--- src/rtl/cmd_frame_decoder.sv ---
// cmd_frame_decoder: assembles write/read/ALU command frames from a byte strobe and
// issues one decoded command per frame. Define CMD_TIMEOUT_EN for the inter-byte timeout.
module cmd_frame_decoder #(
  parameter int unsigned DATA_WIDTH     = 8,
  parameter int unsigned ADDR_WIDTH     = 4,
  parameter int unsigned TIMEOUT_CYCLES = 255
) (
  input  logic                  clk,
  input  logic                  reset,
  input  logic                  rx_valid,
  input  logic [DATA_WIDTH-1:0] rx_data,
  input  logic                  cmd_ready,
  output logic                  cmd_valid,
  output logic [1:0]            cmd_type,
  output logic [ADDR_WIDTH-1:0] cmd_addr,
  output logic [DATA_WIDTH-1:0] cmd_wdata,
  output logic [DATA_WIDTH-1:0] cmd_opa,
  output logic [DATA_WIDTH-1:0] cmd_opb,
  output logic [3:0]            cmd_fun,
  output logic                  frame_err
);

  localparam int unsigned FUN_WIDTH = 4;

  localparam logic [2:0] S_IDLE    = 3'd0;
  localparam logic [2:0] S_WR_ADDR = 3'd1;
  localparam logic [2:0] S_WR_DATA = 3'd2;
  localparam logic [2:0] S_RD_ADDR = 3'd3;
  localparam logic [2:0] S_ALU_A   = 3'd4;
  localparam logic [2:0] S_ALU_B   = 3'd5;
  localparam logic [2:0] S_ALU_FUN = 3'd6;
  localparam logic [2:0] S_ISSUE   = 3'd7;

  localparam logic [DATA_WIDTH-1:0] OP_WR     = DATA_WIDTH'(8'hAA);
  localparam logic [DATA_WIDTH-1:0] OP_RD     = DATA_WIDTH'(8'hBB);
  localparam logic [DATA_WIDTH-1:0] OP_ALU    = DATA_WIDTH'(8'hCC);
  localparam logic [DATA_WIDTH-1:0] OP_ALU_NO = DATA_WIDTH'(8'hDD);

  localparam logic [1:0] T_WR     = 2'b00;
  localparam logic [1:0] T_RD     = 2'b01;
  localparam logic [1:0] T_ALU    = 2'b10;
  localparam logic [1:0] T_ALU_NO = 2'b11;

  // A zero timeout would abort every frame before its second byte.
  if (TIMEOUT_CYCLES == 0) begin : g_bad_timeout
    $error("TIMEOUT_CYCLES must be at least 1");
  end

  logic [2:0]            r_state, w_state_nxt;
  logic                  r_with_ops, w_with_ops_nxt;
  logic                  r_cmd_valid, w_cmd_valid_nxt;
  logic [1:0]            r_cmd_type, w_cmd_type_nxt;
  logic [ADDR_WIDTH-1:0] r_cmd_addr, w_cmd_addr_nxt;
  logic [DATA_WIDTH-1:0] r_cmd_wdata, w_cmd_wdata_nxt;
  logic [DATA_WIDTH-1:0] r_cmd_opa, w_cmd_opa_nxt;
  logic [DATA_WIDTH-1:0] r_cmd_opb, w_cmd_opb_nxt;
  logic [FUN_WIDTH-1:0]  r_cmd_fun, w_cmd_fun_nxt;
  logic                  r_frame_err, w_frame_err_nxt;
  logic                  w_tmo;

`ifdef CMD_TIMEOUT_EN
  localparam int unsigned CNT_W = $clog2(TIMEOUT_CYCLES + 1);
  logic [CNT_W-1:0] r_tmo_cnt;

  // Inter-byte watchdog; idle outside the byte-collecting states.
  always_ff @(posedge clk or posedge reset) begin
    if (reset) begin
      r_tmo_cnt <= '0;
    end else if ((r_state == S_IDLE) || (r_state == S_ISSUE) || rx_valid ||
                 (w_state_nxt != r_state)) begin
      r_tmo_cnt <= '0;
    end else begin
      r_tmo_cnt <= r_tmo_cnt + CNT_W'(1);
    end
  end
`endif

  // Next-state and next-output decode.
  always_comb begin
    w_state_nxt     = r_state;
    w_with_ops_nxt  = r_with_ops;
    w_cmd_type_nxt  = r_cmd_type;
    w_cmd_addr_nxt  = r_cmd_addr;
    w_cmd_wdata_nxt = r_cmd_wdata;
    w_cmd_opa_nxt   = r_cmd_opa;
    w_cmd_opb_nxt   = r_cmd_opb;
    w_cmd_fun_nxt   = r_cmd_fun;
    w_frame_err_nxt = 1'b0;
`ifdef CMD_TIMEOUT_EN
    w_tmo = (r_state != S_IDLE) && (r_state != S_ISSUE) && !rx_valid &&
            (r_tmo_cnt == CNT_W'(TIMEOUT_CYCLES - 1));
`else
    w_tmo = 1'b0;
`endif
    case (r_state)
      S_IDLE: begin
        if (rx_valid) begin
          case (rx_data)
            OP_WR:     w_state_nxt = S_WR_ADDR;
            OP_RD:     w_state_nxt = S_RD_ADDR;
            OP_ALU:    w_state_nxt = S_ALU_A;
            OP_ALU_NO: begin
              w_state_nxt    = S_ALU_FUN;
              w_with_ops_nxt = 1'b0;
            end
            default:   w_frame_err_nxt = 1'b1;
          endcase
        end
      end
      S_WR_ADDR: if (rx_valid) begin
        w_cmd_addr_nxt = rx_data[ADDR_WIDTH-1:0];
        w_state_nxt    = S_WR_DATA;
      end
      S_WR_DATA: if (rx_valid) begin
        w_cmd_wdata_nxt = rx_data;
        w_cmd_type_nxt  = T_WR;
        w_state_nxt     = S_ISSUE;
      end
      S_RD_ADDR: if (rx_valid) begin
        w_cmd_addr_nxt = rx_data[ADDR_WIDTH-1:0];
        w_cmd_type_nxt = T_RD;
        w_state_nxt    = S_ISSUE;
      end
      S_ALU_A: if (rx_valid) begin
        w_cmd_opa_nxt = rx_data;
        w_state_nxt   = S_ALU_B;
      end
      S_ALU_B: if (rx_valid) begin
        w_cmd_opb_nxt  = rx_data;
        w_with_ops_nxt = 1'b1;
        w_state_nxt    = S_ALU_FUN;
      end
      S_ALU_FUN: if (rx_valid) begin
        w_cmd_fun_nxt  = rx_data[FUN_WIDTH-1:0];
        w_cmd_type_nxt = r_with_ops ? T_ALU : T_ALU_NO;
        w_state_nxt    = S_ISSUE;
      end
      S_ISSUE: begin
        if (rx_valid)  w_frame_err_nxt = 1'b1;
        if (cmd_ready) w_state_nxt     = S_IDLE;
      end
      default: w_state_nxt = S_IDLE;
    endcase
    // A byte in the same cycle always beats the timeout.
    if (w_tmo) begin
      w_state_nxt     = S_IDLE;
      w_frame_err_nxt = 1'b1;
    end
    w_cmd_valid_nxt = (w_state_nxt == S_ISSUE);
  end

  always_ff @(posedge clk or posedge reset) begin
    if (reset) begin
      r_state     <= S_IDLE;
      r_with_ops  <= 1'b0;
      r_cmd_valid <= 1'b0;
      r_cmd_type  <= '0;
      r_cmd_addr  <= '0;
      r_cmd_wdata <= '0;
      r_cmd_opa   <= '0;
      r_cmd_opb   <= '0;
      r_cmd_fun   <= '0;
      r_frame_err <= 1'b0;
    end else begin
      r_state     <= w_state_nxt;
      r_with_ops  <= w_with_ops_nxt;
      r_cmd_valid <= w_cmd_valid_nxt;
      r_cmd_type  <= w_cmd_type_nxt;
      r_cmd_addr  <= w_cmd_addr_nxt;
      r_cmd_wdata <= w_cmd_wdata_nxt;
      r_cmd_opa   <= w_cmd_opa_nxt;
      r_cmd_opb   <= w_cmd_opb_nxt;
      r_cmd_fun   <= w_cmd_fun_nxt;
      r_frame_err <= w_frame_err_nxt;
    end
  end

  assign cmd_valid = r_cmd_valid;
  assign cmd_type  = r_cmd_type;
  assign cmd_addr  = r_cmd_addr;
  assign cmd_wdata = r_cmd_wdata;
  assign cmd_opa   = r_cmd_opa;
  assign cmd_opb   = r_cmd_opb;
  assign cmd_fun   = r_cmd_fun;
  assign frame_err = r_frame_err;

endmodule

--- config.mk ---
export PLATFORM = sky130hd
export DESIGN_NAME = cmd_frame_decoder
export DESIGN_NICKNAME = d
export VERILOG_FILES = /design/src/rtl/cmd_frame_decoder.sv
export SDC_FILE = /design/constraint.sdc
export NUM_CORES = 1
export LEC_CHECK = 0
export ABC_AREA = 1
export ABC_CLOCK_PERIOD_IN_PS = 1300
export BUFFER_PORTS_ARGS = -buffer_cell sky130_fd_sc_hd__clkbuf_2
export CORE_MARGIN = 2
export CORE_UTILIZATION = 51
export CTS_CLUSTER_DIAMETER = 200
export CTS_CLUSTER_SIZE = 20
export DETAILED_ROUTE_END_ITERATION = 12
export GPL_ROUTABILITY_DRIVEN = 0
export MAX_ROUTING_LAYER = met4
export PLACE_DENSITY = 0.75
export SYNTH_ARGS = -nofsm -noshare
export SYNTH_HDL_FRONTEND = slang
export SYNTH_SLANG_ARGS = --single-unit
--- constraint.sdc ---
create_clock -name clk -period 1.3 [get_ports clk]
set_input_delay 0.26 -clock clk [delete_from_list [all_inputs] [get_ports clk]]
set_output_delay 0.26 -clock clk [all_outputs]
set_load 0.01 [all_outputs]
---- Word level (Yosys, flattened, before mapping) ----
Cells that the tools add are included.
word-level totals
  output and inout bits ................... 36
  input bits .............................. 12
  word-level logic and storage cells ...... 62
  bits in registers ....................... 40
cells by class
  mux-type cells .......................... 21
  eq/ne operators ......................... 18
  reduce and logical (&&, ||, !) cells .... 13
operators with widths
  kind                                                                   number
  8-bit equality test, second input constant                             4
  3-bit two-way mux                                                      6
  3-bit case mux with 6 select lines                                     1
  3-bit equality test, second input constant                             5
  3-bit case mux with 4 select lines                                     1
  2-bit != test, second input constant                                   5
  2-bit AND reduction                                                    5
  4-bit AND reduction                                                    2
  1-bit two-way mux                                                      7
  3-bit by 2-bit equality test with 1-bit output, second input constant  2
  2-bit two-way mux                                                      3
  2-bit case mux with 3 select lines                                     1
  1-bit case mux with 2 select lines                                     2
  4-bit OR reduction                                                     1
  3-bit by 1-bit equality test with 1-bit output, second input constant  1
  3-bit zero test                                                        1
  3-bit nonzero test                                                     1
  3-bit OR reduction                                                     1
  2-bit by 1-bit != test with 1-bit output, second input constant        1
  2-bit nonzero test                                                     1
  2-bit OR reduction                                                     1

---- Longest topological paths before layout ----
Gate-level depths: netlist (run 1).
  depth after elaboration ................. 5
  gate-level depth with buffers ........... 11
  gate-level depth less buffers ........... 10

---- Worst setup path after synthesis (run 1) ----
Ideal clock, no wire load.
  kind .................................... flip-flop to flip-flop
  start ................................... reg r_state[0]
  end ..................................... reg r_cmd_valid (netlist: cmd_valid)
  buffers on the path ..................... 1
  stages on the path, launching flop included .. 12
  library setup time ...................... 0.116 ns
  data arrival time ....................... 1.064 ns
  clock period less this slack ............ 1.180 ns
  required time ........................... 1.184 ns
  slack ................................... 0.120 ns
  path through ............................ dfrtp_1 > buf_6 > inv_4 > nand2_4 > inv_4 > nand2_4 > inv_4 > nand2_2 > nor2_1 > nor2_1 > nand2_1 > nor2_1
between the ends
  word-level cells in the longest chain between the ends .. 4
  elaborated cells on any way between the ends .. 18
  those cells by class .................... eq/ne: 8; mux: 8; reduce/logical: 2
ends and longest elaborated chain
  what                                                            RTL line  source
  from (decl)                                                     49        logic [2:0] r_state, w_state_nxt;
  from (signal assigned)                                          165       r_state <= w_state_nxt;
  3-bit case mux with 4 select lines (tied with other cells)      98        case (rx_data)
  3-bit two-way mux / 3-bit OR reduction (equally long branches)  --
  3-bit case mux with 6 select lines *                            95        case (r_state)
  3-bit equality test *                                           149       w_cmd_valid_nxt = (w_state_nxt == S_ISSUE);
  net w_cmd_valid_nxt                                             51        logic r_cmd_valid, w_cmd_valid_nxt;
  to (signal assigned)                                            167       r_cmd_valid <= w_cmd_valid_nxt;
  to (decl)                                                       51
The timed path passes the listed nets; every way through them passes the cells marked *.
A chain may end at the register's enable or synchronous reset.

---- Worst setup path in the final report (run 1) ----
  start ................................... reg r_state[0]
  end ..................................... reg r_cmd_valid (netlist: cmd_valid)
between the ends
  word-level cells in the longest chain between the ends .. 4
  elaborated cells on any way between the ends .. 18
  those cells by class .................... eq/ne: 8; mux: 8; reduce/logical: 2
ends and longest elaborated chain
  what                                                                                          RTL line
  3-bit equality test / 3-bit by 2-bit equality test with 1-bit output (equally long branches)  95
  3-bit OR reduction (no line)                                                                  --
  3-bit case mux with 6 select lines *                                                          95
  net w_state_nxt[2]                                                                            49
  3-bit equality test *                                                                         149
  net w_cmd_valid_nxt                                                                           51
Marks and branches as above.

==> summary.md, run 1 <==
| Metric | Value |
|---|---|
| Status | complete, no violations |
| Slowest stage delay, CP | 0.48 ns |
| RSZ-0062 raised after global routing | true |
| Syn nets | around 210 |
| Share of cells above drive strength 1 | 0.382 |
| Post-layout nets | 273 |
| CTS tree | yes |
| Startpoint types | flip-flop |
| DRT Pass-1 Iters | 4 |
| Post-Route WL | between 3 and 4 mm |
| Chip width | 63.2 um |
| GRT Total Usage | 0.216 |
| Fin cells | between 300 and 400 |
| Finished Cell Area | about 0.0023 mm^2 |
| Port Buffers | 47 |
| Gate Count Post-Synth | 195 |
| Slew @ Worst Pin | 0.266 ns |
| DRC errors left | 0 |
| Root Buffer | clkbuf_4 |
| CP required | 1.57 ns |
| Synth area leaders | dfrtp_1 56%, nand2_1 11%, o21ai_0 7.6% |
| Commonest non-fill, non-tap cells in the layout | 52 x nand2_1, 47 x clkbuf_2, 37 x dfrtp_1, 26 x o21ai_0, 15 x inv_1 |
| Yosys reg bits | 40 |
| Mapped Area | roughly 0.0018 mm^2 |
| Vias per cell | ~5 |
| # Max-Cap Violations | 0 |
| Static Leakage | 1.22 nW |
| HP Class | input port to flip-flop |
| Critical-path cell list | inv_4 > nand2_4 > inv_4 > nand2_4 > inv_6 > nor2_2 > a21oi_2 > nand3_1 > nor2_1 |
| Placed Cells incl. Taps | 295 |
| CTS sink count | 40 |
| Met2 GRT Util | 0.359 |
| Peak fanout along the critical path | 8 |
| I/O Pins | 48 |
| P&R area growth vs syn | 27.3% |
| Area post-placement | 0.00215 mm^2 |
| Arrival time worst endpoint | 1.52 ns |
| Number of global-route vias before repair | 1449 |
| Antenna viol nets, final | 0 |
| Commonest non-fill, non-tap cell in the layout | nand2_1 |
| Distinct cells, synth | 24 |
| Antenna Cells | 0 |
| Core area | 0.00334 mm^2 |
| Rel. slew slack | 0.822 |
| Die area | ~0.004 mm^2 |
| Post-synth top area share | 0.561 |
| GR Util met1 | 0.274 |
| Yosys top cell by area | dfrtp_1 |
| Worst setup EP type | flip-flop |
| Remaining Overflow, GRT | 0 |
| Die Y-Extent | 63.2 um |
| Num rows | 21 |
| H-tree Lvls | 2 |
| Global-route wire length before repair | 6.57 mm |
| Final setup violation count | 0 |
| Initial antenna violation count | 0 |
| Peak VDD IR | approximately 1.1 mV |
| Slowest-stage cell, CP | dfrtp_2 |
| Pwr dens | approximately 2300 mW/mm^2 |
| Dpl hpwl | between 2 and 3 mm |
| WHS | 0.246 ns |
| Final-report hold violation count | 0 |
| Largest net degree at the start of global routing | 41 |
| Buffers plus inverters on the worst setup path | 3 |
| Via count | 1506 |
| Fin crit share | 0.957 |
| Clock latency on the worst-skew pair | around 0.33 ns |
| Cell family contributing the most delay on the critical path | flip-flops |
| Synth Warn # | 0 |
| GRT Max-Usage Layer | met2 |
| Fillers | 292 |
| Worst setup path class | flip-flop to flip-flop |
| WL per Instance | 12.4 um |
| GR Layer Usage met3 | 0.0464 |
| Iter 0 DRT Violations | 53 |
| Clock Path Buffers | 2 |
| Final core occ | 0.681 |
| Final Skew | 0.00404 ns |
| Async set or reset register ratio after synthesis | 1.00 |
| Register area share after synthesis | 0.561 |
| Post-synth EDFFs | 0 |
| Min cycle time layout | 1.24 ns |
| Post-synth top flop | dfrtp_1 |
| Tot Pwr | 5.17 mW |
| Syn avg cell area | about 9 um^2 |
| CTS clk-pin slew, worst paths | 0.11 ns |
| Num CTS Buffers | 5 |
| Initial Util | 0.535 |
| Max Fclk | 804 MHz |
| Slew Limit Fails | 0 |
==> Yosys cell counts, types with 3 or more instances <==
library cell / instances
nand3_1: 9
nand2_4: 3
inv_4: 3
nor2_1: 8
o21ai_0: 27
inv_2: 3
dfrtp_1: 40
o21ai_2: 8
nand2_1: 53
nand4_1: 7
inv_1: 15
nand2_2: 3
==> per-stage QoR <==
stage,setup slack [ns],setup TNS [ns]
floorplan,0.120,0
global placement,0.0346,0
detailed placement,-0.00783,-0.00783
CTS,0.00619,0
global route,-0.0465,-0.177
finish,0.0556,0
==> sequential cells by signal, indices dropped and copies added, names as in the netlist, 2 cells and up <==
| signal | count |
|---|---|
| cmd_opa | 8 |
| cmd_addr | 4 |
| cmd_fun | 4 |
| r_state | 3 |
| cmd_opb | 8 |
| cmd_type | 2 |
| cmd_wdata | 8 |
==> worst min-delay path, cell delays in order <==
cell and delay (ns):
clkbuf_2 0.11, inv_1 0.11, o21ai_2 0.07
==> cell families (layout without fill, tap and decap cells) <==
logic type,after synthesis,count (layout),share of synthesized area
buffers and inverters,26,93,0.0708
and+or+nand+nor,89,89,0.235
DFF,40,40,0.561
AOI/OAI and AO/OA,40,40,0.134
==> cell type report <==
type	instances	area, um^2	area share
Tap cell	46	57.6	0.0253
Inverter	21	91.3	0.0402
Timing Repair Buffer	64	390	0.172
Clock buffer	6	51.3	0.0226
Clock inverter	2	10.0	0.00440
Multi-Input combinational cell	129	668	0.294
Sequential cell	40	1000	0.442
==> power by group <==
group          switching [mW]  internal [mW]  leakage [nW]  total (mW)
Clock                   0.386          0.258        0.0380       0.643
Sequential              0.385           1.81         0.496        2.19
Combinational            1.33          0.999         0.687        2.33
Total                    2.10           3.06          1.22        5.17
==> worst paths after layout <==
check	slack (ns)	from	depth (start not counted)	endpoint
hold / removal	0.25	rx_data[7]	3	cmd_wdata[7]
hold reg to reg	0.50	cmd_opb[7]	2	cmd_opb[7]
setup / recovery	0.06	r_state[0]	9	cmd_valid
setup reg to reg	0.06	r_state[0]	9	cmd_valid
min in group asynchronous	0.48	reset	4	cmd_wdata[2]
max in group asynchronous	0.60	reset	4	r_state[1]
==> per-layer routing <==
| layer | part of all wire | vias up |
|---|---|---|
| li1 | - | 762 |
| met1 | 0.47 | 712 |
| met2 | 0.49 | 28 |
| met3 | 0.037 | 4 |
| met4 | 0.0084 | 0 |
| met5 | 0 | - |
==> what timing repair did <==
action,4_1_cts,5_1_grt
pin swaps,0,1
gates resized for setup,1,8
setup endpoints to repair,2,17
endpoints found under the hold margin,40,0
setup buffers,0,4
hold buffers,1,0
No activity file was read; power rests on OpenSTA's default activity.
==> inputs of run 2 (changes only) <==
--- a/config.mk
+++ b/config.mk
@@ -6,7 +6,7 @@
 export NUM_CORES = 1
 export LEC_CHECK = 0
 export ABC_AREA = 1
-export ABC_CLOCK_PERIOD_IN_PS = 1300
+export ABC_CLOCK_PERIOD_IN_PS = 1200
 export BUFFER_PORTS_ARGS = -buffer_cell sky130_fd_sc_hd__clkbuf_2
 export CORE_MARGIN = 2
 export CORE_UTILIZATION = 51
==> constraint.sdc (replaced) <==
create_clock -name clk -period 1.2 [get_ports clk]
set_input_delay 0.24 -clock clk [delete_from_list [all_inputs] [get_ports clk]]
set_output_delay 0.24 -clock clk [all_outputs]
set_load 0.01 [all_outputs]
==> run 2 against run 1 <==
The run now ends with setup timing left. Combinational power rose by 19%. Utilization rose by 2.2 points. Clock skew rose by 0.0078 ns. First-iteration DRC count rose by 9.4%. Sequential power rose by 8%. Count of clock-buffer cells in the layout did not move. Critical path depth fell by 3. Worst hold slack got worse by 0.0049 ns. Power rose by 11%. Final area rose by 3.3%. Via count rose by 3.9%. Sequential share of layout area fell by 1.4 points.
==> summary.md, run 2 (same netlist as run 1, synthesis figures left out) <==
| Metric | Value |
|---|---|
| Initial Util | 0.535 |
| DRC errors left | 0 |
| Antenna Cells | 0 |
| Remaining Overflow, GRT | 0 |
| Peak fanout along the critical path | 5 |
| CTS tree | yes |
| Clock Path Buffers | 2 |
| Fin crit share | 1.05 |
| WL per Instance | 12.8 um |
| Internal power | 3.41 mW |
| RSZ-0062 raised after global routing | true |
| Die Y-Extent | 63.2 um |
| Dpl hpwl | 2.91 mm |
| Gate power share | 0.482 |
| Num rows | 21 |
| Antenna viol nets, final | 0 |
| Reg2Reg Depth | 6 |
| Final core occ | 0.704 |
| Global-route wire length before repair | 6.76 mm |
| Static Leakage | 1.26 nW |
| Multi-input gate area | between 600 and 700 um^2 |
| Vias per cell | between 4 and 5 |
| Final Skew | 0.0119 ns |
| Via count | 1565 |
| Placed Cells incl. Taps | 302 |
| Slew Limit Fails | 0 |
| Number of global-route vias before repair | ~1.5k |
| Commonest non-fill, non-tap cell in the layout | nand2_1 |
| Port Buffers | 47 |
| Die area | approximately 0.004 mm^2 |
| Setup_tns | -0.145 ns |
| Initial antenna violation count | 0 |
| Iter 0 DRT Violations | 58 |
| Fillers | 281 |
| Arrival time worst endpoint | about 1.5 ns |
| Max Fclk | 796 MHz |
| Met2 GRT Util | 0.342 |
| Peak VDD IR | about 1.4 mV |
| # Max-Cap Violations | 0 |
| Hold path cells | 3 |
| Reg area | ~0.0010 mm^2 |
| GRT Max-Usage Layer | met2 |
| Sw frac | 0.408 |
| Fin cells | 314 |
| Startpoint types | flip-flop |
| Core area | roughly 0.0033 mm^2 |
| Rel. slew slack | 0.852 |
| Largest net degree at the start of global routing | 41 |
| HP Class | input port to flip-flop |
| I/O Pins | 48 |
| Final setup violation count | 6 |
| Worst setup path class | flip-flop to flip-flop |
| DRT Pass-1 Iters | 6 |
| Post-layout nets | 280 |
| Clock Power Share | 0.107 |
| Slew @ Worst Pin | 0.221 ns |
| Fin worst setup slack | -0.0567 ns |
| GRT Total Usage | 0.224 |
| Min cycle time layout | 1.26 ns |
| CP required | 1.44 ns |
| WHS | ~0.24 ns |
| Pwr dens | around 2500 mW/mm^2 |
| Dpl ws | -0.0977 ns |
| Share of cells above drive strength 1 | 0.410 |
| Final-report hold violation count | 0 |
| Tot Pwr | between 5 and 6 mW |
| Post-Route WL | around 4 mm |
| CTS sink count | 40 |
| Failing checks | setup timing |
| Status | complete, but fails checks |
| Finished Cell Area | 0.00235 mm^2 |
| Net Sw Power | between 2 and 2.5 mW |
| Worst setup EP type | flip-flop |
| CTS clk-pin slew, worst paths | approximately 0.11 ns |
| GR Util met1 | 0.298 |
| Clock latency on the worst-skew pair | between 0.3 and 0.4 ns |
| H-tree Lvls | 2 |
| Area post-placement | roughly 0.0022 mm^2 |
| Commonest non-fill, non-tap cells in the layout | 49 x nand2_1, 47 x clkbuf_2, 37 x dfrtp_1, 25 x o21ai_0 |
| Num CTS Buffers | 5 |
| P&R area growth vs syn | 31.5% |
| Seq pwr share | 0.410 |
| Root Buffer | clkbuf_4 |
| Chip width | 63.2 um |
| GR Layer Usage met3 | 0.0589 |
-- run 2: per-layer routing --
metal | vias up | part of all wire
met5 | - | 0
met4 | 0 | 0.0062
met3 | 4 | 0.041
met2 | 36 | 0.49
met1 | 745 | 0.46
li1 | 780 | -
-- run 2: area by class of cell --
type / count / area share
clock buffer: 6 / 0.0176
tap: 46 / 0.0245
inverter: 21 / 0.0378
clock inverter: 1 / 0.00213
timing repair buffer: 71 / 0.198
sequential: 40 / 0.428
multi-input combinational: 129 / 0.292
-- run 2: final timing paths --
path | slack [ns] | endpoint | start
setup / recovery | -0.06 | r_state[0] | r_state[0]
hold / removal | 0.24 | cmd_wdata[5] | rx_data[5]
setup reg to reg | -0.06 | r_state[0] | r_state[0]
hold reg to reg | 0.49 | cmd_opb[6] | cmd_opb[6]
max in group asynchronous | 0.51 | r_state[1] | reset
min in group asynchronous | 0.46 | cmd_addr[1] | reset
-- run 2: repair_timing --
action,CTS,global route
pin swaps,3,2
resized for setup,7,14
setup endpoints to repair,26,35
endpoints found under the hold margin,40,0
hold buffers,1,0
setup buffers,3,1
-- run 2: power by group through the flow --
stage	registers, mW	clock network, mW	logic (mW)
3_5_place_dp	2.38	0	2.51
4_1_cts	2.35	0.638	2.66
3_3_place_gp	2.36	0	2.45
2_1_floorplan	2.52	0	1.40
6_report	2.36	0.617	2.77
5_1_grt	2.44	0.698	3.08
-- run 2: worst max-delay path, cell delays in order, from the launching register on --
cell and delay, ns:
dfrtp_2 0.48, buf_6 0.14, nand4_1 0.10, nand2_1 0.07
nor2_1 0.10, nand3_1 0.12, and2_4 0.16
